==> config.mk <==
export PLATFORM = sky130hd
export DESIGN_NAME = tune_trigger_flat
export DESIGN_NICKNAME = d
export VERILOG_FILES = /design/src/rtl/tune_trig_pkg.sv /design/src/rtl/tune_trigger_if.sv /design/src/rtl/trig_cond.sv /design/src/rtl/tune_trigger.sv /design/src/flat_wrapper.sv
export SDC_FILE = /design/constraint.sdc
export NUM_CORES = 1
export LEC_CHECK = 0
export ABC_AREA = 1
export CORE_UTILIZATION = 40
export CTS_BUF_LIST = sky130_fd_sc_hd__clkbuf_4
export DETAILED_ROUTE_END_ITERATION = 12
export PLACE_DENSITY = 0.66
export RECOVER_POWER = 50
export SKIP_CTS_REPAIR_TIMING = 1
export SYNTH_ARGS = -nofsm -noshare
export SYNTH_HDL_FRONTEND = slang
export SYNTH_SLANG_ARGS = --single-unit
==> constraint.sdc <==
create_clock -name clk -period 3.05 [get_ports clk]
set_clock_uncertainty 0.1 [all_clocks]
set_input_delay 0.61 -clock clk [delete_from_list [all_inputs] [get_ports clk]]
set_output_delay 0.61 -clock clk [all_outputs]
set_load 0.05 [all_outputs]
==> src/rtl/tune_trig_pkg.sv <==
// Shared types and constants for the tune trigger: FSM state encoding and default tune length.
package tune_trig_pkg;

  typedef enum logic [1:0] {StIdle, StFire, StPlay, StGap} trig_state_t;

  localparam int unsigned TUNE_LEN_FAST = 32'd1 << 22;
  localparam int unsigned TUNE_LEN_SLOW = 32'd1 << 26;
  localparam int unsigned TUNE_MARGIN   = 32'd64;

  // Busy time covering one whole tune of the player built with the same fast_sim setting.
  function automatic int unsigned default_busy(input int unsigned fast_sim);
    return ((fast_sim != 0) ? TUNE_LEN_FAST : TUNE_LEN_SLOW) + TUNE_MARGIN;
  endfunction

endpackage

==> src/rtl/tune_trigger_if.sv <==
// Trigger-side and player-side signals of the tune trigger, bundled for port lists.
interface tune_trigger_if;
  logic       trig_raw;
  logic       clr_pend;
  logic       go;
  logic       busy;
  logic [3:0] pending;
  logic       ovf;

  modport master (output trig_raw, output clr_pend,
                  input go, input busy, input pending, input ovf);
  modport slave  (input trig_raw, input clr_pend,
                  output go, output busy, output pending, output ovf);
endinterface

==> src/rtl/trig_cond.sv <==
// Trigger conditioning: 2-flop synchronizer, optional debouncer, rising-edge detect.
// Debouncer is built only when TUNE_TRIG_DEBOUNCE_EN is defined.
module trig_cond #(
`ifdef TUNE_TRIG_DEBOUNCE_EN
  parameter int unsigned DEB_CYCLES = 16
`endif
) (
  input  logic clk,
  input  logic rst,
  input  logic trig_raw_i,
  output logic rise_o
);

  logic s1_q, s2_q, prev_q, level;

  // Flops reset high so a trigger held through reset is not seen as an edge.
  always_ff @(posedge clk) begin
    if (rst) begin
      s1_q <= 1'b1;
      s2_q <= 1'b1;
    end else begin
      s1_q <= trig_raw_i;
      s2_q <= s1_q;
    end
  end

`ifdef TUNE_TRIG_DEBOUNCE_EN
  localparam int unsigned DebW = $clog2(DEB_CYCLES + 1);

  logic            filt_q;
  logic [DebW-1:0] deb_cnt_q;

  // Any break in the mismatch restarts the stability count.
  always_ff @(posedge clk) begin
    if (rst) begin
      filt_q    <= 1'b1;
      deb_cnt_q <= '0;
    end else if (s2_q != filt_q) begin
      if (deb_cnt_q == DebW'(DEB_CYCLES - 1)) begin
        filt_q    <= s2_q;
        deb_cnt_q <= '0;
      end else begin
        deb_cnt_q <= deb_cnt_q + 1'b1;
      end
    end else begin
      deb_cnt_q <= '0;
    end
  end

  assign level = filt_q;
`else
  assign level = s2_q;
`endif

  always_ff @(posedge clk) begin
    if (rst) prev_q <= 1'b1;
    else     prev_q <= level;
  end

  assign rise_o = level & ~prev_q;

endmodule

==> src/rtl/tune_trigger.sv <==
// Paces trigger requests into single-cycle go pulses, one per tune, with queued requests.
// Optional input debouncer: define TUNE_TRIG_DEBOUNCE_EN.
module tune_trigger
  import tune_trig_pkg::*;
#(
  parameter int unsigned FAST_SIM    = 1,
  parameter int unsigned BUSY_CYCLES = default_busy(FAST_SIM),
  parameter int unsigned GAP_CYCLES  = 1024,
  parameter int unsigned PEND_MAX    = 3,
  parameter int unsigned DEB_CYCLES  = 16
) (
  input logic           clk,
  input logic           rst,
  tune_trigger_if.slave bus
);

  if (BUSY_CYCLES < 1 || PEND_MAX < 1 || PEND_MAX > 15 || DEB_CYCLES < 1) begin : g_bad_cfg
    $error("tune_trigger: illegal parameter combination");
  end

  localparam int unsigned TimerMax = (BUSY_CYCLES > GAP_CYCLES) ? BUSY_CYCLES : GAP_CYCLES;
  localparam int unsigned TimerW   = $clog2(TimerMax + 1);

  trig_state_t       state_q, state_d;
  logic [TimerW-1:0] timer_q, timer_d;
  logic [3:0]        pend_q, pend_d;
  logic              ovf_q, ovf_d;
  logic              rise, dec;

  trig_cond #(
`ifdef TUNE_TRIG_DEBOUNCE_EN
    .DEB_CYCLES(DEB_CYCLES)
`endif
  ) u_cond (
    .clk       (clk),
    .rst       (rst),
    .trig_raw_i(bus.trig_raw),
    .rise_o    (rise)
  );

  assign dec = (state_q == StFire);

  // A clear wins over everything, including the decrement of the tune being fired.
  always_comb begin
    pend_d = pend_q;
    ovf_d  = ovf_q;
    if (bus.clr_pend) begin
      pend_d = '0;
      ovf_d  = 1'b0;
    end else if (rise && !dec) begin
      if (pend_q < 4'(PEND_MAX)) pend_d = pend_q + 4'd1;
      else                       ovf_d  = 1'b1;
    end else if (dec && !rise) begin
      pend_d = pend_q - 4'd1;
    end
  end

  always_comb begin
    state_d = state_q;
    timer_d = timer_q;
    unique case (state_q)
      StIdle: if (pend_q != '0) state_d = StFire;
      StFire: begin
        timer_d = TimerW'(BUSY_CYCLES - 1);
        state_d = StPlay;
      end
      StPlay: begin
        if (timer_q == '0) begin
          if (GAP_CYCLES != 0) begin
            timer_d = TimerW'(GAP_CYCLES - 1);
            state_d = StGap;
          end else begin
            state_d = StIdle;
          end
        end else begin
          timer_d = timer_q - 1'b1;
        end
      end
      StGap: begin
        if (timer_q == '0) state_d = StIdle;
        else               timer_d = timer_q - 1'b1;
      end
      default: state_d = StIdle;
    endcase
  end

  always_ff @(posedge clk) begin
    if (rst) begin
      state_q <= StIdle;
      timer_q <= '0;
      pend_q  <= '0;
      ovf_q   <= 1'b0;
    end else begin
      state_q <= state_d;
      timer_q <= timer_d;
      pend_q  <= pend_d;
      ovf_q   <= ovf_d;
    end
  end

  assign bus.go      = (state_q == StFire);
  assign bus.busy    = (state_q != StIdle);
  assign bus.pending = pend_q;
  assign bus.ovf     = ovf_q;

endmodule
==> src/flat_wrapper.sv <==
// flat-port wrapper written by rule: the top's interface ports become plain ports
module tune_trigger_flat import tune_trig_pkg::*;
#(
  parameter int unsigned FAST_SIM    = 1,
  parameter int unsigned BUSY_CYCLES = default_busy(FAST_SIM),
  parameter int unsigned GAP_CYCLES  = 1024,
  parameter int unsigned PEND_MAX    = 3,
  parameter int unsigned DEB_CYCLES  = 16
)
  (clk, rst, bus_trig_raw, bus_clr_pend, bus_go, bus_busy, bus_pending, bus_ovf);
  tune_trigger_if bus_i ();
  input logic clk;
  input logic rst;
  input wire logic [$bits(bus_i.trig_raw)-1:0] bus_trig_raw;
  input wire logic [$bits(bus_i.clr_pend)-1:0] bus_clr_pend;
  output wire logic [$bits(bus_i.go)-1:0] bus_go;
  output wire logic [$bits(bus_i.busy)-1:0] bus_busy;
  output wire logic [$bits(bus_i.pending)-1:0] bus_pending;
  output wire logic [$bits(bus_i.ovf)-1:0] bus_ovf;
  assign bus_i.trig_raw = bus_trig_raw;
  assign bus_i.clr_pend = bus_clr_pend;
  assign bus_go = bus_i.go;
  assign bus_busy = bus_i.busy;
  assign bus_pending = bus_i.pending;
  assign bus_ovf = bus_i.ovf;
  tune_trigger #(.FAST_SIM(FAST_SIM), .BUSY_CYCLES(BUSY_CYCLES), .GAP_CYCLES(GAP_CYCLES), .PEND_MAX(PEND_MAX), .DEB_CYCLES(DEB_CYCLES)) u_core (.clk(clk), .rst(rst), .bus(bus_i));
endmodule
==> impl_results.md <==
* Power Density at 997 nW/um2
* Final nets at 329
* Port Buffers at 10
* Synth area leader: dfxtp_1
* FP Rows at 26
* Power share of the clock group at 10.3%
* Status: finished clean
* Vias in the first global route at 1740
* Setup TNS Final at 0 ns
* Antenna diode count at 0
* Worst r2r src: u_core.timer_q[0]
* Worst skew pair latency at 0.34 ns
* Final hold slack at 0.318 ns
* Main synth FF type: dfxtp_1
* Post-synthesis sequential area ratio at 31.0%
* Total CTS buffers at 5
* Max-cap violations at 0
* Sw Share at 51.9%
* Grt ovf at 0
* HP Class: flop to flop
* Max IR drop VDD at 0.544 mV
* Layout fillers at 536
* Global-route wire length before repair at 7560 um
* Final Util at 44.7%
* Ports at 11
* Period minus WS final at 2.61 ns
* CTS tree: done
* Clock Path Buffers at 2
* FF-to-FF End: u_core.timer_q[4]
* Reg2Reg Depth at 8
* Crit path from: u_core.state_q[0]
* Mapped Cells at 304
* Lkg Pwr at 1.02 nW
* Critical-path maximum fanout at 4
* Max-slew violation count at 0
* Setup crit start kind: flop
* R2R setup slack at 0.57 ns
* Hold Path End: u_core.u_cond.level
* Die W at 74.9 um
* Largest cells by area after synthesis: dfxtp_1, nand2_1, inv_1, nor2_1, ha_1
* Final Setup Violations at 0
* H-tree levels at 2
* Synthesized Nets at 317
* Crit path DAT at 1.90 ns
* Slew Limit Headroom at 33.9%
* Gpl congestion at 0.885
* RSZ-0062 raised after global routing: false
* Wire per inst at 11.1 um
* Via density at 4.78
* Tot GR Track Use at 17.5%
* Gate power share at 61.1%
* Die H at 74.9 um
* Initial antenna violation count at 0
* Share of cells above drive strength 1 at 11.4%
* Pin count of the biggest net entering global routing at 22
* Clock sinks at 33
* NetSw at 1.18 mW
* Syn. warnings at 0
* Placeable Area at 5110 um2
* First drt pass iteration count at 4
* Req. time, crit path at 2.34 ns
* DRC at 0
* Die area at 5620 um2
* Worst setup EP type: output port
* Flop pwr share at 28.5%
* Synth Area per Inst at 7.00 um2
* Slew @ Worst Pin at 0.990 ns
* Final hold vios at 0
* Vias at 1848
* F_max at 0.383 GHz
* P&R area growth vs syn at 7.23%
* #FFs+latches synth at 33
* Hold path start: u_core.u_cond.s1_q
* Post-synth top area share at 31.0%
* WS Path Type: flop to output port
* Netlist Area Pre-Place at 2130 um2
* Internal at 1.09 mW
* Remaining antenna violation count at 0
* Initial Util at 41.7%
* Hold Crit Depth at 1
* Fin crit share at 85.6%
* Post-DP HPWL at 3220 um
* Async SR Flop Fraction at 0%
* Yosys cell types at 36
* CTS clock-pin slew for the worst setup and hold paths at 0.10 ns
* Number of flops mapped to enable cells by yosys at 0
* CTS Root Cell: clkbuf_4
* Post-Route WL at 4310 um
* Drt first-iter violations at 135
==> per-layer routing <==
| metal | part of all wire [%] | GRT usage [%] | up-vias |
|---|---|---|---|
| met3 | 2.0 | 3.61 | 7 |
| met1 | 52 | 23.6 | 836 |
| met2 | 45 | 27.6 | 20 |
| met4 | 1.5 | 6.50 | 0 |
| li1 | - | - | 985 |
| met5 | 0 | 0 | - |
==> cell families after synthesis <==
group,synth area share (%)
DFF,31.0
xor gates and xnor gates,2.88
and+or+nand+nor,40.8
buffers and inverters,10.6
adders and majority gates,5.64
AOI/OAI and AO/OA,9.05
==> worst max path at each step <==
stage	slack (ns)	cells past startpoint	endpoint
after floorplan	0.86	11	u_core.bus.pending[3]
after global placement	0.86	4	bus_busy
after detailed placement	0.82	4	bus_busy
after CTS	0.43	4	bus_busy
after global routing	0.35	4	bus_busy
final	0.44	4	bus_busy
==> final cells by class <==
| cell class | instances | area (um2) | area share [%] |
|---|---|---|---|
| clock inverters | 3 | 12.5 | 0.548 |
| multi-input cells | 218 | 1200 | 52.7 |
| repair buffers | 10 | 100 | 4.39 |
| well taps | 70 | 87.6 | 3.84 |
| flip-flops and latches | 33 | 661 | 28.9 |
| clock buffers | 5 | 37.5 | 1.64 |
| inverters | 48 | 180 | 7.89 |
==> critical path, cell delays in order, from the launching register on <==
cell,delay [ns]
dfxtp_1,0.41
inv_1,0.10
ha_1,0.21
inv_1,0.05
clkdlybuf4s50_1,0.79
==> power groups by stage <==
stage,combinational [mW],clock (mW),sequential [mW]
finish,1.39,0.235,0.649
CTS,1.44,0.246,0.649
global placement,1.42,0,0.657
floorplan,1.20,0,0.662
global route,1.58,0.269,0.665
detailed placement,1.44,0,0.658
==> flip-flops by register name, summed over array words and instances, names as in the netlist <==
name	count
u_core.u_cond.level	1
u_core.u_cond.prev_q	1
u_core.u_cond.s1_q	1
u_core.bus.pending	4
u_core.bus.ovf	1
u_core.timer_q	23
u_core.state_q	2
==> cells in the mapped netlist, types with 2 or more instances <==
| cell | instances |
|---|---|
| nand2_1 | 54 |
| inv_1 | 47 |
| nor2_1 | 43 |
| dfxtp_1 | 33 |
| a21oi_1 | 15 |
| nand3_1 | 15 |
| nand4_1 | 12 |
| nor2_2 | 10 |
| ha_1 | 8 |
| nor2_4 | 8 |
| nor3_1 | 6 |
| nand2_2 | 5 |
| nand3_2 | 5 |
| o21ai_0 | 5 |
| o21ai_1 | 5 |
| o21bai_1 | 4 |
| xnor2_1 | 4 |
| or2_2 | 3 |
| xor2_1 | 3 |
| a211oi_1 | 2 |
| buf_6 | 2 |
==> cells in the final DEF, fill, tap and decap left out, types with 4 or more instances in the layout <==
cell	n
nand2_1	57
dfxtp_1	33
inv_1	47
ha_1	8
nand4_1	13
a21oi_1	15
nand3_1	16
xnor2_1	4
nor2_1	45
o21ai_0	8
o21bai_1	4
nor3_1	6
clkdlybuf4s50_1	9
nor2_2	11
nand3_2	4
nor2_4	5
clkbuf_4	5
==> through the flow <==
step / area, um2 / power [mW] / worst slack [ns] / std cells
CTS: 2320 / 2.34 / 0.428 / 387
detailed placement: 2270 / 2.10 / 0.820 / 379
floorplan: 2130 / 1.86 / 0.856 / 304
global placement: 2270 / 2.08 / 0.856 / 379
global route: 2280 / 2.51 / 0.346 / 387
finish: 2280 / 2.27 / 0.440 / 387
No activity file was read; power rests on OpenSTA's default activity.
